## config.mk

```make
export PLATFORM = sky130hd
export DESIGN_NAME = demux1_8_reg_flat
export DESIGN_NICKNAME = d
export VERILOG_FILES = /design/src/rtl/demux1_8_reg_if.sv /design/src/rtl/demux1_8_reg.sv /design/src/flat_wrapper.sv
export SDC_FILE = /design/constraint.sdc
export NUM_CORES = 1
export LEC_CHECK = 0
export CORE_MARGIN = 2
export CORE_UTILIZATION = 35
export DETAILED_ROUTE_END_ITERATION = 8
export PLACE_DENSITY = 0.74
export RECOVER_POWER = 50
export SETUP_SLACK_MARGIN = 0.02
export SYNTH_ARGS = -nofsm -noshare
export SYNTH_HDL_FRONTEND = slang
export SYNTH_SLANG_ARGS = --single-unit
```

## constraint.sdc

```tcl
create_clock -name clk -period 1.1 [get_ports clk]
set_input_delay 0.11 -clock clk [delete_from_list [all_inputs] [get_ports clk]]
set_output_delay 0.11 -clock clk [all_outputs]
set_load 0.005 [all_outputs]
```

## src/rtl/demux1_8_reg_if.sv

```systemverilog
// Handshake bundle for the registered 1-to-8 demultiplexer: one input word
// with a binary destination, eight registered output channels.
interface demux1_8_reg_if #(
  parameter int unsigned WIDTH = 1
);
  logic [WIDTH-1:0]   in_data;
  logic [2:0]         in_dest;
  logic               in_valid;
  logic               in_ready;
  logic [8*WIDTH-1:0] out_data;
  logic [7:0]         out_valid;
  logic [7:0]         out_ready;
  logic [7:0]         sel_onehot;

  modport master (
    output in_data, in_dest, in_valid, out_ready,
    input  in_ready, out_data, out_valid, sel_onehot
  );

  modport slave (
    input  in_data, in_dest, in_valid, out_ready,
    output in_ready, out_data, out_valid, sel_onehot
  );
endinterface

```

## src/rtl/demux1_8_reg.sv

```systemverilog
// Registered 1-to-8 demultiplexer with per-channel single-entry holding registers.
// Optional accept/stall counters are enabled by defining DEMUX1_8_PERF_CNT_EN.
module demux1_8_reg #(
  parameter int unsigned WIDTH = 1
) (
  input  logic        clk,
  input  logic        rst_n,
  demux1_8_reg_if.slave bus
`ifdef DEMUX1_8_PERF_CNT_EN
  ,
  output logic [15:0] acc_cnt,
  output logic [15:0] stall_cnt
`endif
);

  logic [7:0]         valid_q, valid_d;
  logic [8*WIDTH-1:0] data_q, data_d;
  logic [7:0]         sel_q, sel_d;
  logic [7:0]         dec;
  logic [7:0]         load;
  logic [7:0]         drain;
  logic               ready;
  logic               accept;

  // Readiness only looks at the addressed channel, so a stalled channel
  // never blocks traffic bound for the others.
  always_comb begin
    dec    = 8'h01 << bus.in_dest;
    ready  = !valid_q[bus.in_dest] || bus.out_ready[bus.in_dest];
    accept = bus.in_valid && ready;
    load   = accept ? dec : 8'h00;
    drain  = valid_q & bus.out_ready;
  end

  always_comb begin
    valid_d = (valid_q & ~drain) | load;
    data_d  = data_q;
    sel_d   = load;
    for (int k = 0; k < 8; k++) begin
      if (load[k]) begin
        data_d[k*WIDTH +: WIDTH] = bus.in_data;
      end
    end
  end

  always_ff @(posedge clk) begin
    if (!rst_n) begin
      valid_q <= 8'h00;
      data_q  <= '0;
      sel_q   <= 8'h00;
    end else begin
      valid_q <= valid_d;
      data_q  <= data_d;
      sel_q   <= sel_d;
    end
  end

  assign bus.in_ready   = ready;
  assign bus.out_valid  = valid_q;
  assign bus.out_data   = data_q;
  assign bus.sel_onehot = sel_q;

`ifdef DEMUX1_8_PERF_CNT_EN
  logic [15:0] acc_cnt_q, stall_cnt_q;
  logic        stall;

  assign stall = bus.in_valid && !ready;

  always_ff @(posedge clk) begin
    if (!rst_n) begin
      acc_cnt_q   <= 16'h0000;
      stall_cnt_q <= 16'h0000;
    end else begin
      if (accept) acc_cnt_q   <= acc_cnt_q + 16'h0001;
      if (stall)  stall_cnt_q <= stall_cnt_q + 16'h0001;
    end
  end

  assign acc_cnt   = acc_cnt_q;
  assign stall_cnt = stall_cnt_q;
`endif

endmodule

```

## src/flat_wrapper.sv

```systemverilog
// flat-port wrapper written by rule: the top's interface ports become plain ports
module demux1_8_reg_flat 
#(
  parameter int unsigned WIDTH = 1
)
  (clk, rst_n, bus_in_data, bus_in_dest, bus_in_valid, bus_out_ready, bus_in_ready, bus_out_data, bus_out_valid, bus_sel_onehot);
  demux1_8_reg_if #(.WIDTH(WIDTH)) bus_i ();
  input  logic clk;
  input  logic rst_n;
  input wire logic [$bits(bus_i.in_data)-1:0] bus_in_data;
  input wire logic [$bits(bus_i.in_dest)-1:0] bus_in_dest;
  input wire logic [$bits(bus_i.in_valid)-1:0] bus_in_valid;
  input wire logic [$bits(bus_i.out_ready)-1:0] bus_out_ready;
  output wire logic [$bits(bus_i.in_ready)-1:0] bus_in_ready;
  output wire logic [$bits(bus_i.out_data)-1:0] bus_out_data;
  output wire logic [$bits(bus_i.out_valid)-1:0] bus_out_valid;
  output wire logic [$bits(bus_i.sel_onehot)-1:0] bus_sel_onehot;
  assign bus_i.in_data = bus_in_data;
  assign bus_i.in_dest = bus_in_dest;
  assign bus_i.in_valid = bus_in_valid;
  assign bus_i.out_ready = bus_out_ready;
  assign bus_in_ready = bus_i.in_ready;
  assign bus_out_data = bus_i.out_data;
  assign bus_out_valid = bus_i.out_valid;
  assign bus_sel_onehot = bus_i.sel_onehot;
  demux1_8_reg #(.WIDTH(WIDTH)) u_core (.clk(clk), .rst_n(rst_n), .bus(bus_i));
endmodule
```

==> metrics.log, run 1 <==
[metrics] fin. max-slew vios: 0
[metrics] CTS tree: yes
[metrics] most numerous cell in the Yosys netlist: dfxtp_1
[metrics] starting density of the core: 36.7%
[metrics] post-DR vias/cell: 5.07
[metrics] worst-path fanout max: 2
[metrics] net switching power: 430 µW
[metrics] worst-case clock buffer depth: 2
[metrics] number of antenna violations at the first check in global routing: 0
[metrics] reg-to-reg critical path startpoint: u_core.bus.out_valid[4]
[metrics] clock network power share: 28.4%
[metrics] synthesis-to-finish area growth: 89.4%
[metrics] count of cells along the worst register-to-register path: 5
[metrics] final routed DRC violation total: 0
[metrics] half-perimeter wire length after placement: 2.01 mm
[metrics] proportion of synthesized flip-flops having asynchronous set or reset: 0%
[metrics] cell internal pwr: 1.26 mW
[metrics] final worst setup slack: -0.596 ns
[metrics] number of buffers inserted by hold repair at cts: 0
[metrics] aggregate negative setup slack: -1.20 ns
[metrics] clock slew at the register clock pins of the worst setup and hold paths: 0.14 ns
[metrics] count of input and output buffers: 39
[metrics] Hold WC Path Type: in -> reg
[metrics] P per Cell Area: 882 nW/µm²
[metrics] outcome: finished, violations left
[metrics] Die X: 57.7 µm
[metrics] Pleak: 0.852 nW
[metrics] final cell count without fillers: 206
[metrics] H-Tree Level Count: 1
[metrics] largest cells by area after synthesis: dfxtp_1 (48%), nor2b_1 (11%), mux2i_1 (8.9%)
[metrics] Post-synth EDFFs: 0
[metrics] minimum period implied by the final worst setup slack: 1.70 ns
[metrics] post-synthesis sequential area ratio: 47.5%
[metrics] chain of cells forming the critical path: nor2b_4, a22o_1, or3_4, o31ai_2, buf_2
[metrics] largest net degree at the start of global routing: 17
[metrics] top-area cell type share of the netlist area: 47.5%
[metrics] number of CTS-inserted buffers: 3
[metrics] drt pass-1 iters: 4
[metrics] Post-Syn Area: 1010 µm²
[metrics] failing checks: setup timing
[metrics] smallest hold slack: 0.0455 ns
[metrics] syn_area_per_cell: 9.72 µm²
[metrics] Final GP Congestion: 0.846
[metrics] via count: 1045
[metrics] startpoint of the worst setup timing path: u_core.bus.out_valid[2]
[metrics] average wire length per cell after detail routing: 14.4 µm
[metrics] capturing element type of the critical path: primary output
[metrics] total gr overflow: 0
[metrics] transition time at the pin with the least slew margin: 0.316 ns
[metrics] Arrival @ worst endpoint: 1.59 ns
[metrics] cell count along the critical path: 5
[metrics] Post-Route Utilization: 69.4%
[metrics] remaining max-slew budget at the tightest pin: 78.8%
[metrics] Ports: 40
[metrics] most area-hungry cell type in the Yosys netlist: dfxtp_1
[metrics] sum of routed wire length over all layers: 2.98 mm
[metrics] post-place instance area: 1650 µm²
[metrics] maximum vdd drop: 0.876 mV
[metrics] wire length of the first global-routing pass: 4.53 mm
[metrics] core footprint: 2760 µm²
[metrics] Net Sw Frac: 25.5%
[metrics] kind of critical path: reg -> out
[metrics] post-route cell area: 1910 µm²
[metrics] CTS Sinks: 24
[metrics] buffering stage count on the worst path with inverters included: 1
[metrics] via count of the first global-routing pass: 1034
[metrics] register bit count reported by yosys: 24
[metrics] fmax: 590 MHz
[metrics] count of warnings emitted by yosys: 0
[metrics] Placement Rows: 19
[metrics] area of the die: 3330 µm²
[metrics] longest individual stage delay on the worst path: 0.37 ns
[metrics] predominant post-synthesis flop cell: dfxtp_1
[metrics] setup skew after layout: 0.00899 ns
[metrics] nature of the critical path startpoint: flop
[metrics] cell with the biggest individual delay on the critical path: or3_4
[metrics] required time worst endpoint: 0.99 ns
[metrics] worst setup path end: bus_in_ready
[metrics] max-cap check violation count: 0
[metrics] # placed instances: 198
[metrics] largest delay contributor family on the critical path: simple AND/OR/NAND/NOR gates
[metrics] reg-to-reg slack, setup: -0.17 ns
[metrics] leading cell types by count after synthesis: dfxtp_1 (24), nor2b_1 (18), nor3_1 (13)
[metrics] distinct cell type count after synthesis: 23
[metrics] RSZ-0062 raised after global routing: yes
[metrics] total routing usage reported by global routing: 17.5%
[metrics] clock latency on the worst-skew pair: 0.32 ns
[metrics] total nets after synthesis: 119
[metrics] share of the clock period used by the worst path: 154%
[metrics] root buf cell: clkbuf_4
[metrics] number of nets in the final layout: 191
[metrics] part of the total power dissipated in combinational logic: 18.6%
[metrics] remaining antenna violation count after routing: 0
[metrics] Setup Viol. Count Final: 7
[metrics] Ant. Diodes: 0
[metrics] share of post-route cells with drive strength above 1: 51.4%
[metrics] Critical R2R Capture: u_core.bus.sel_onehot[4]
[metrics] number of DRC violations after detailed-routing iteration 0: 20
[metrics] sequential share of power: 53.1%
[metrics] number of hold violations in the final report: 0
[metrics] die height: 57.7 µm
[metrics] cell count after synthesis: 104
-- power by group through the flow --
stage               Clock (mW)  Combinational (mW)  Sequential [mW]
floorplan                    0              0.0992            0.916
global placement             0               0.256            0.914
detailed placement           0               0.262            0.914
CTS                      0.466               0.271            0.896
global route             0.516               0.335            0.900
finish                   0.479               0.313            0.897
-- cell type report --
class	instances	area, µm²
inverters	1	3.75
fillers	196	843
multi-input cells	73	707
well taps	31	38.8
repair buffers	73	628
flip-flops and latches	24	500
clock buffers	4	36.3
-- cell families after synthesis --
family | Yosys count | share of synthesized area, %
compound gates | 12 | 9.28
simple gates | 52 | 30.6
buf+inv | 7 | 3.71
flops | 24 | 47.5
mux | 9 | 8.91
-- metal layers --
layer | global-route usage, % | vias to the layer above | wire, µm
li1 | - | 503 | -
met1 | 21.3 | 494 | 1250
met2 | 31.5 | 39 | 1470
met3 | 3.13 | 9 | 190
met4 | 4.98 | 0 | 63
met5 | 0 | - | 0
-- metrics by stage --
step           setup WS (ns)  power [mW]
2_1_floorplan        -0.0717        1.02
3_3_place_gp          -0.960        1.17
3_5_place_dp          -0.983        1.18
4_1_cts               -0.587        1.63
5_1_grt               -0.682        1.75
6_report              -0.596        1.69
-- worst min path at each step --
stage                                      start                  endpoint  slack, ns  depth (start not counted)
final                             bus_in_dest[0]  u_core.bus.sel_onehot[4]       0.05                          2
after global routing              bus_in_dest[0]  u_core.bus.sel_onehot[4]       0.05                          2
after CTS                         bus_in_dest[0]  u_core.bus.sel_onehot[4]       0.20                          2
after detailed placement  u_core.bus.out_data[6]    u_core.bus.out_data[6]       0.51                          2
after global placement    u_core.bus.out_data[5]    u_core.bus.out_data[5]       0.51                          2
after floorplan                   bus_in_dest[2]  u_core.bus.sel_onehot[4]       0.31                          2
-- timing repair --
action,in CTS,in global routing
setup buffers,1,4
pin swaps,1,13
gates resized for setup,66,44
setup endpoints to repair,47,28
-- placed cells by master (no fill, tap or decap) --
cell,Yosys,routed
buf_4,0,25
dlygate4sd2_1,0,19
dfxtp_2,0,16
nor2b_1,18,10
clkdlybuf4s50_1,0,10
mux2i_1,9,9
buf_6,1,9
o21a_1,8,8
dfxtp_1,24,8
nor2b_4,0,7
nor2_1,7,7
nor3_4,0,6
nor3_1,13,4
nor3_2,1,4
clkbuf_2,0,4
nand2b_4,0,3
nor4_4,0,3
clkbuf_4,0,3
dlymetal6s2s_1,0,3
buf_2,3,3
a22o_1,2,2
nand2_2,0,2
inv_1,1,1
and4bb_1,1,1
a31o_1,1,1
or3_4,0,1
o31ai_2,0,1
nor2b_2,0,1
nor4_2,2,1
nand3_1,1,1
nand3b_1,1,1
clkbuf_8,0,1
-- state kept, by name (all words and copies together) (netlist names) --
signal	cells
u_core.bus.out_data	8
u_core.bus.out_valid	8
u_core.bus.sel_onehot	8
No activity file was read; power rests on OpenSTA's default activity.
==> run 2, diff against run 1 <==
- CORE_UTILIZATION: 35 -> 38
- CTS_CLUSTER_DIAMETER: not set -> 50
- PLACE_DENSITY: 0.74 -> 0.79
==> run 2 against run 1 <==
Against the previous run: the flow still finishes with violations (setup timing); clock power barely moved; wire length grew 27%; first-iteration DRC count up 85%; clock skew shrank 0.0076 ns; sequential power barely moved; sequential share of layout area shrank 0.12 points; critical path depth grew 1; non-clock buffer count is 1 lower; combinational power is 4% higher.
==> metrics.log, run 2 (synthesis gave the netlist of run 1 again) <==
[metrics] outcome: finished, violations left
[metrics] failing checks: setup timing
[metrics] number of nets in the final layout: 190 (-0.52%)
[metrics] Min-Delay Startpoint: bus_in_dest[1]
[metrics] reg-to-reg slack, setup: -0.20 ns (-0.03 ns)
[metrics] Pleak: 0.819 nW (-3.8%)
[metrics] root buf cell: clkbuf_4
[metrics] wire length of the first global-routing pass: 5.28 mm (+16%)
[metrics] post-DR vias/cell: 5.50 (+8.5%)
[metrics] final worst setup slack: -0.662 ns (-0.0656 ns)
[metrics] remaining max-slew budget at the tightest pin: 73.9% (-4.9 points)
[metrics] clock slew at the register clock pins of the worst setup and hold paths: 0.13 ns (about the same)
[metrics] setup skew after layout: 0.00138 ns (-0.00760 ns)
[metrics] number of hold violations in the final report: 0 (unchanged)
[metrics] total gr overflow: 0 (unchanged)
[metrics] # placed instances: 195 (-1.5%)
[metrics] share of the clock period used by the worst path: 160% (+6.0 points)
[metrics] Die X: 55.6 µm (-3.7%)
[metrics] number of antenna violations at the first check in global routing: 0 (unchanged)
[metrics] fmax: 568 MHz (-3.7%)
[metrics] Placement Rows: 18 (-1)
[metrics] sum of routed wire length over all layers: 3.79 mm (+27%)
[metrics] share of post-route cells with drive strength above 1: 51.1% (-0.28 points)
[metrics] H-Tree Level Count: 1 (unchanged)
[metrics] total routing usage reported by global routing: 21.9% (+4.4 points)
[metrics] post-route cell area: 1920 µm² (+0.46%)
[metrics] minimum period implied by the final worst setup slack: 1.76 ns (+0.0656 ns)
[metrics] RSZ-0062 raised after global routing: yes
[metrics] worst-case clock buffer depth: 2 (unchanged)
[metrics] starting density of the core: 40.4% (+3.8 points)
[metrics] P per Cell Area: 884 nW/µm² (+0.19%)
[metrics] final cell count without fillers: 204 (-0.97%)
[metrics] most frequent cells in the layout: dlygate4sd2_1 (23), buf_4 (23), dfxtp_2 (16)
[metrics] clock latency on the worst-skew pair: 0.32 ns (about the same)
[metrics] Hold WC Path Type: in -> reg
[metrics] largest net degree at the start of global routing: 17 (unchanged)
[metrics] startpoint of the worst setup timing path: bus_out_ready[4]
[metrics] Setup Viol. Count Final: 13 (+6)
[metrics] reg-to-reg critical path startpoint: u_core.bus.out_valid[4]
[metrics] average wire length per cell after detail routing: 18.6 µm (+29%)
[metrics] drt pass-1 iters: 4 (unchanged)
[metrics] overall power of the completed layout: 1.70 mW (+0.65%)
[metrics] synthesis-to-finish area growth: 90.2%
[metrics] smallest hold slack: 0.365 ns (+0.320 ns)
[metrics] CTS tree: yes
[metrics] Arrival @ worst endpoint: 1.65 ns (+0.06 ns)
[metrics] half-perimeter wire length after placement: 2.04 mm (+1.3%)
[metrics] nature of the critical path startpoint: input pin
[metrics] core footprint: 2500 µm² (-9.3%)
[metrics] via count: 1123 (+7.5%)
[metrics] aggregate negative setup slack: -1.51 ns (-0.311 ns)
[metrics] max-cap check violation count: 0 (unchanged)
[metrics] die height: 55.6 µm (-3.7%)
[metrics] worst-path fanout max: 2 (unchanged)
[metrics] area of the die: 3090 µm² (-7.4%)
[metrics] remaining antenna violation count after routing: 0 (unchanged)
[metrics] required time worst endpoint: 0.99 ns (about the same)
[metrics] final routed DRC violation total: 0 (unchanged)
[metrics] post-place instance area: 1640 µm² (-0.98%)
[metrics] kind of critical path: in -> out
[metrics] via count of the first global-routing pass: 1098 (+6.2%)
[metrics] capturing element type of the critical path: primary output
[metrics] number of CTS-inserted buffers: 3 (unchanged)
[metrics] Final GP Congestion: 0.803 (-5.0%)
[metrics] transition time at the pin with the least slew margin: 0.390 ns (+0.0737 ns)
[metrics] Ant. Diodes: 0 (unchanged)
[metrics] number of DRC violations after detailed-routing iteration 0: 37 (+85%)
[metrics] number of buffers inserted by hold repair at cts: 0 (unchanged)
[metrics] Ports: 40 (unchanged)
[metrics] CTS Sinks: 24 (unchanged)
[metrics] fin. max-slew vios: 0 (unchanged)
[metrics] maximum vdd drop: 0.766 mV (-13%)
[metrics] count of input and output buffers: 39 (unchanged)
## run 2: cell count changes in the layout (fill, tap and decap cells not counted), moves of 2 or more
cell | before | now
nor4_2 | 1 | 3
dlygate4sd2_1 | 19 | 23
nor3_1 | 4 | 2
nor4_4 | 3 | 1
nor3_2 | 4 | 2
clkbuf_2 | 4 | 2
buf_4 | 25 | 23
dlymetal6s2s_1 | 3 | 0
buf_6 | 9 | 11
nor3_4 | 6 | 10
## run 2: worst paths after layout
path                               to  cells after the start
max                      bus_in_ready                      6
min reg2reg    u_core.bus.out_data[2]                      2
min          u_core.bus.sel_onehot[0]                      3
max reg2reg    u_core.bus.out_data[4]                      5
## run 2: critical path: stages
cell and delay, ns:
clkdlybuf4s50_1 0.52, and4bb_1 0.23, a31o_1 0.22, or3_4 0.36
o31ai_2 0.07, buf_2 0.15
## run 2: what timing repair did
item,CTS,global route
cloned,0,0
resized for setup,92,22
endpoints found under the setup margin,48,19
hold endpoints to repair,0,0
pin swaps,7,10
setup buffers,4,7
## run 2: metrics by stage
stage | util, % | setup WS (ns)
floorplan | - | -0.0717
global placement | 65.5 | -1.00
detailed placement | 65.5 | -1.07
CTS | 73.4 | -0.610
global route | 76.9 | -0.720
finish | 76.9 | -0.662
## run 2: area by class of cell
| type | instances | area (µm²) |
|---|---|---|
| multi-input combinational | 73 | 722 |
| fill | 167 | 577 |
| sequential | 24 | 500 |
| tap | 30 | 37.5 |
| inverter | 1 | 3.75 |
| clock buffer | 4 | 36.3 |
| timing repair buffer | 72 | 623 |
## run 2: report_power, final
part	switching, mW	leakage [nW]	total (mW)	internal, mW
clock	0.274	0.0210	0.476	0.202
combinational	0.162	0.596	0.326	0.163
sequential	0.00882	0.202	0.898	0.889
total	0.445	0.819	1.70	1.26
## run 2: layer usage
layer / share of wire (%) / vias up / track usage [%]
met4: 2.6 / 0 / 7.67
met1: 37 / 553 / 27.0
met2: 52 / 59 / 38.6
met3: 8.4 / 8 / 3.26
met5: 0 / - / 0
li1: - / 503 / -
==> run 3, diff against run 2 <==
- CORE_ASPECT_RATIO: not set -> 0.7
- GPL_ROUTABILITY_DRIVEN: not set -> 0
==> run 3 against run 2 <==
Against the previous run: the flow still finishes with violations (setup timing); utilization increased by 1.4 points; combinational power rose by 2%; clock skew is 0.0038 ns higher; worst setup slack better by 0.11 ns; final cell count up 0.98%; sequential cell count unchanged; sequential share of layout area shrank 0.74 points; worst hold slack lost 0.12 ns; total power grew 1.9%; register-to-register slack improved by 0.03 ns; global-route usage rose by 1.4 points; largest power group unchanged; highest routed layer unchanged.
==> metrics.log, run 3 (synthesis gave the netlist of run 1 again) <==
[metrics] share of the clock period used by the worst path: 150% (-9.7 points)
[metrics] aggregate negative setup slack: -0.987 ns (+0.528 ns)
[metrics] count of input and output buffers: 39 (unchanged)
[metrics] post-place instance area: 1630 µm² (-0.61%)
[metrics] number of antenna violations at the first check in global routing: 0 (unchanged)
[metrics] number of DRC violations after detailed-routing iteration 0: 59 (+59%)
[metrics] required time worst endpoint: 0.99 ns (about the same)
[metrics] Arrival @ worst endpoint: 1.54 ns (-0.11 ns)
[metrics] total gr overflow: 0 (unchanged)
[metrics] Post-Place Worst Slack: -1.05 ns (+0.0213 ns)
[metrics] via count of the first global-routing pass: 1043 (-5.0%)
[metrics] worst-case clock buffer depth: 2 (unchanged)
[metrics] wire length of the first global-routing pass: 5.25 mm (-0.53%)
[metrics] number of nets in the final layout: 189 (-0.53%)
[metrics] kind of critical path: reg -> out
[metrics] sequential share of power: 51.7% (-1.1 points)
[metrics] area of the die: 3100 µm² (+0.21%)
[metrics] nature of the critical path startpoint: flop
[metrics] P per Cell Area: 887 nW/µm² (+0.29%)
[metrics] final worst setup slack: -0.555 ns (+0.107 ns)
[metrics] die height: 47.2 µm (-15%)
[metrics] clock latency on the worst-skew pair: 0.26 ns (-0.06 ns)
[metrics] most frequent cells in the layout: buf_4 (22), dlygate4sd2_1 (20), dfxtp_1 (13)
[metrics] # placed instances: 197 (+1.0%)
[metrics] worst-path fanout max: 2 (unchanged)
[metrics] Ports: 40 (unchanged)
[metrics] number of filler instances in the final layout: 168 (+0.60%)
[metrics] Placement Rows: 15 (-3)
[metrics] remaining max-slew budget at the tightest pin: 76.9% (+2.9 points)
[metrics] Pleak: 0.818 nW (-0.10%)
[metrics] Ant. Diodes: 0 (unchanged)
[metrics] starting density of the core: 40.5% (+0.061 points)
[metrics] root buf cell: clkbuf_8
[metrics] clock slew at the register clock pins of the worst setup and hold paths: 0.08 ns (-0.05 ns)
[metrics] Die X: 65.7 µm (+18%)
[metrics] number of hold violations in the final report: 0 (unchanged)
[metrics] RSZ-0062 raised after global routing: yes
[metrics] transition time at the pin with the least slew margin: 0.346 ns (-0.0438 ns)
[metrics] share of post-route cells with drive strength above 1: 48.8% (-2.3 points)
[metrics] failing checks: setup timing
[metrics] CTS Sinks: 24 (unchanged)
[metrics] capturing element type of the critical path: primary output
[metrics] most frequent standard cell in the layout excluding fill and tap cells: buf_4
[metrics] core footprint: 2500 µm² (-0.15%)
[metrics] outcome: finished, violations left
[metrics] max-cap check violation count: 0 (unchanged)
[metrics] fin. max-slew vios: 0 (unchanged)
[metrics] clock network power share: 29.0% (+1.0 points)
[metrics] number of CTS-inserted buffers: 3 (unchanged)
[metrics] final cell count without fillers: 206 (+0.98%)
[metrics] count of cells along the worst register-to-register path: 5 (unchanged)
[metrics] total routing usage reported by global routing: 23.3% (+1.4 points)
[metrics] Hold WC Path Type: in -> reg
[metrics] synthesis-to-finish area growth: 93.3%
[metrics] post-route cell area: 1950 µm² (+1.6%)
[metrics] final routed DRC violation total: 0 (unchanged)
[metrics] sum of routed wire length over all layers: 3.62 mm (-4.5%)
[metrics] half-perimeter wire length after placement: 2.14 mm (+4.6%)
[metrics] drt pass-1 iters: 4 (unchanged)
[metrics] largest net degree at the start of global routing: 17 (unchanged)
[metrics] post-DR vias/cell: 5.03 (-8.6%)
[metrics] minimum period implied by the final worst setup slack: 1.65 ns (-0.107 ns)
[metrics] CTS tree: yes
[metrics] remaining antenna violation count after routing: 0 (unchanged)
[metrics] fmax: 604 MHz (+6.5%)
[metrics] Post-Route Utilization: 78.3% (+1.4 points)
[metrics] reg-to-reg slack, setup: -0.17 ns (+0.03 ns)
[metrics] via count: 1036 (-7.7%)
[metrics] H-Tree Level Count: 1 (unchanged)
[metrics] part of the total power dissipated in combinational logic: 19.3% (about the same)
[metrics] Net Sw Frac: 24.9% (-1.2 points)
[metrics] cell internal pwr: 1.30 mW (+3.6%)
[metrics] depth of the worst hold-timing path: 2 (-1)
[metrics] average wire length per cell after detail routing: 17.6 µm (-5.5%)
[metrics] net switching power: 432 µW (-2.9%)
[metrics] setup skew after layout: 0.00523 ns (+0.00384 ns)
[metrics] Setup Viol. Count Final: 7 (-6)
[metrics] maximum vdd drop: 0.600 mV (-22%)
==> run 3: cell types whose count changed in the layout (fill, tap and decap cells not counted), sizes merged <==
cell           delta
clkdlybuf4s15     +5
dlygate4sd2       -3
clkdlybuf4s50     -1
buf               -3
==> run 3: worst max-delay path, stage by stage (launching register included) <==
cell and delay, ns:
dfxtp_2 0.33, and4bb_1 0.20, a31o_1 0.21, or3_4 0.35, o31ai_4 0.06, buf_2 0.14
==> run 3: worst paths after layout <==
| path | from | endpoint |
|---|---|---|
| worst min-delay path | bus_in_dest[0] | u_core.bus.sel_onehot[0] |
| worst max register to register | u_core.bus.out_valid[4] | u_core.bus.out_data[4] |
| worst min register to register | u_core.bus.out_data[4] | u_core.bus.out_data[4] |
| worst max-delay path | u_core.bus.out_valid[4] | bus_in_ready |
==> run 3: stage by stage <==
stage / power [mW] / hold WS (ns)
2_1_floorplan: 1.02 / 0.311
3_3_place_gp: 1.16 / 0.505
3_5_place_dp: 1.17 / 0.511
4_1_cts: 1.70 / 0.250
5_1_grt: 1.80 / 0.255
6_report: 1.73 / 0.243
==> run 3: power groups by stage <==
stage	Combinational (mW)	Sequential, mW	Clock [mW]
2_1_floorplan	0.0992	0.916	0
3_3_place_gp	0.247	0.913	0
3_5_place_dp	0.255	0.914	0
4_1_cts	0.291	0.895	0.517
5_1_grt	0.351	0.898	0.555
6_report	0.334	0.896	0.503
==> run 3: metal layers <==
metal	GRT usage, %	vias up	part of all wire (%)
li1	-	495	-
met4	6.67	0	1.6
met1	29.1	487	44
met3	5.52	6	6.0
met5	0	-	0
met2	41.4	48	48
==> run 3: area by class of cell <==
type	instances	area [µm²]	share of cell area, %
Clock buffer	3	41.3	2.11
Inverter	1	3.75	0.192
Multi-Input combinational cell	73	748	38.3
Sequential cell	24	494	25.3
Tap cell	34	42.5	2.18
Timing Repair Buffer	71	624	31.9
==> run 3: repair_timing <==
item | 4_1_cts | 5_1_grt
resized for setup | 82 | 31
hold buffers | 0 | 0
buffers inserted | 5 | 5
setup endpoints to repair | 49 | 23
pin swaps | 9 | 9
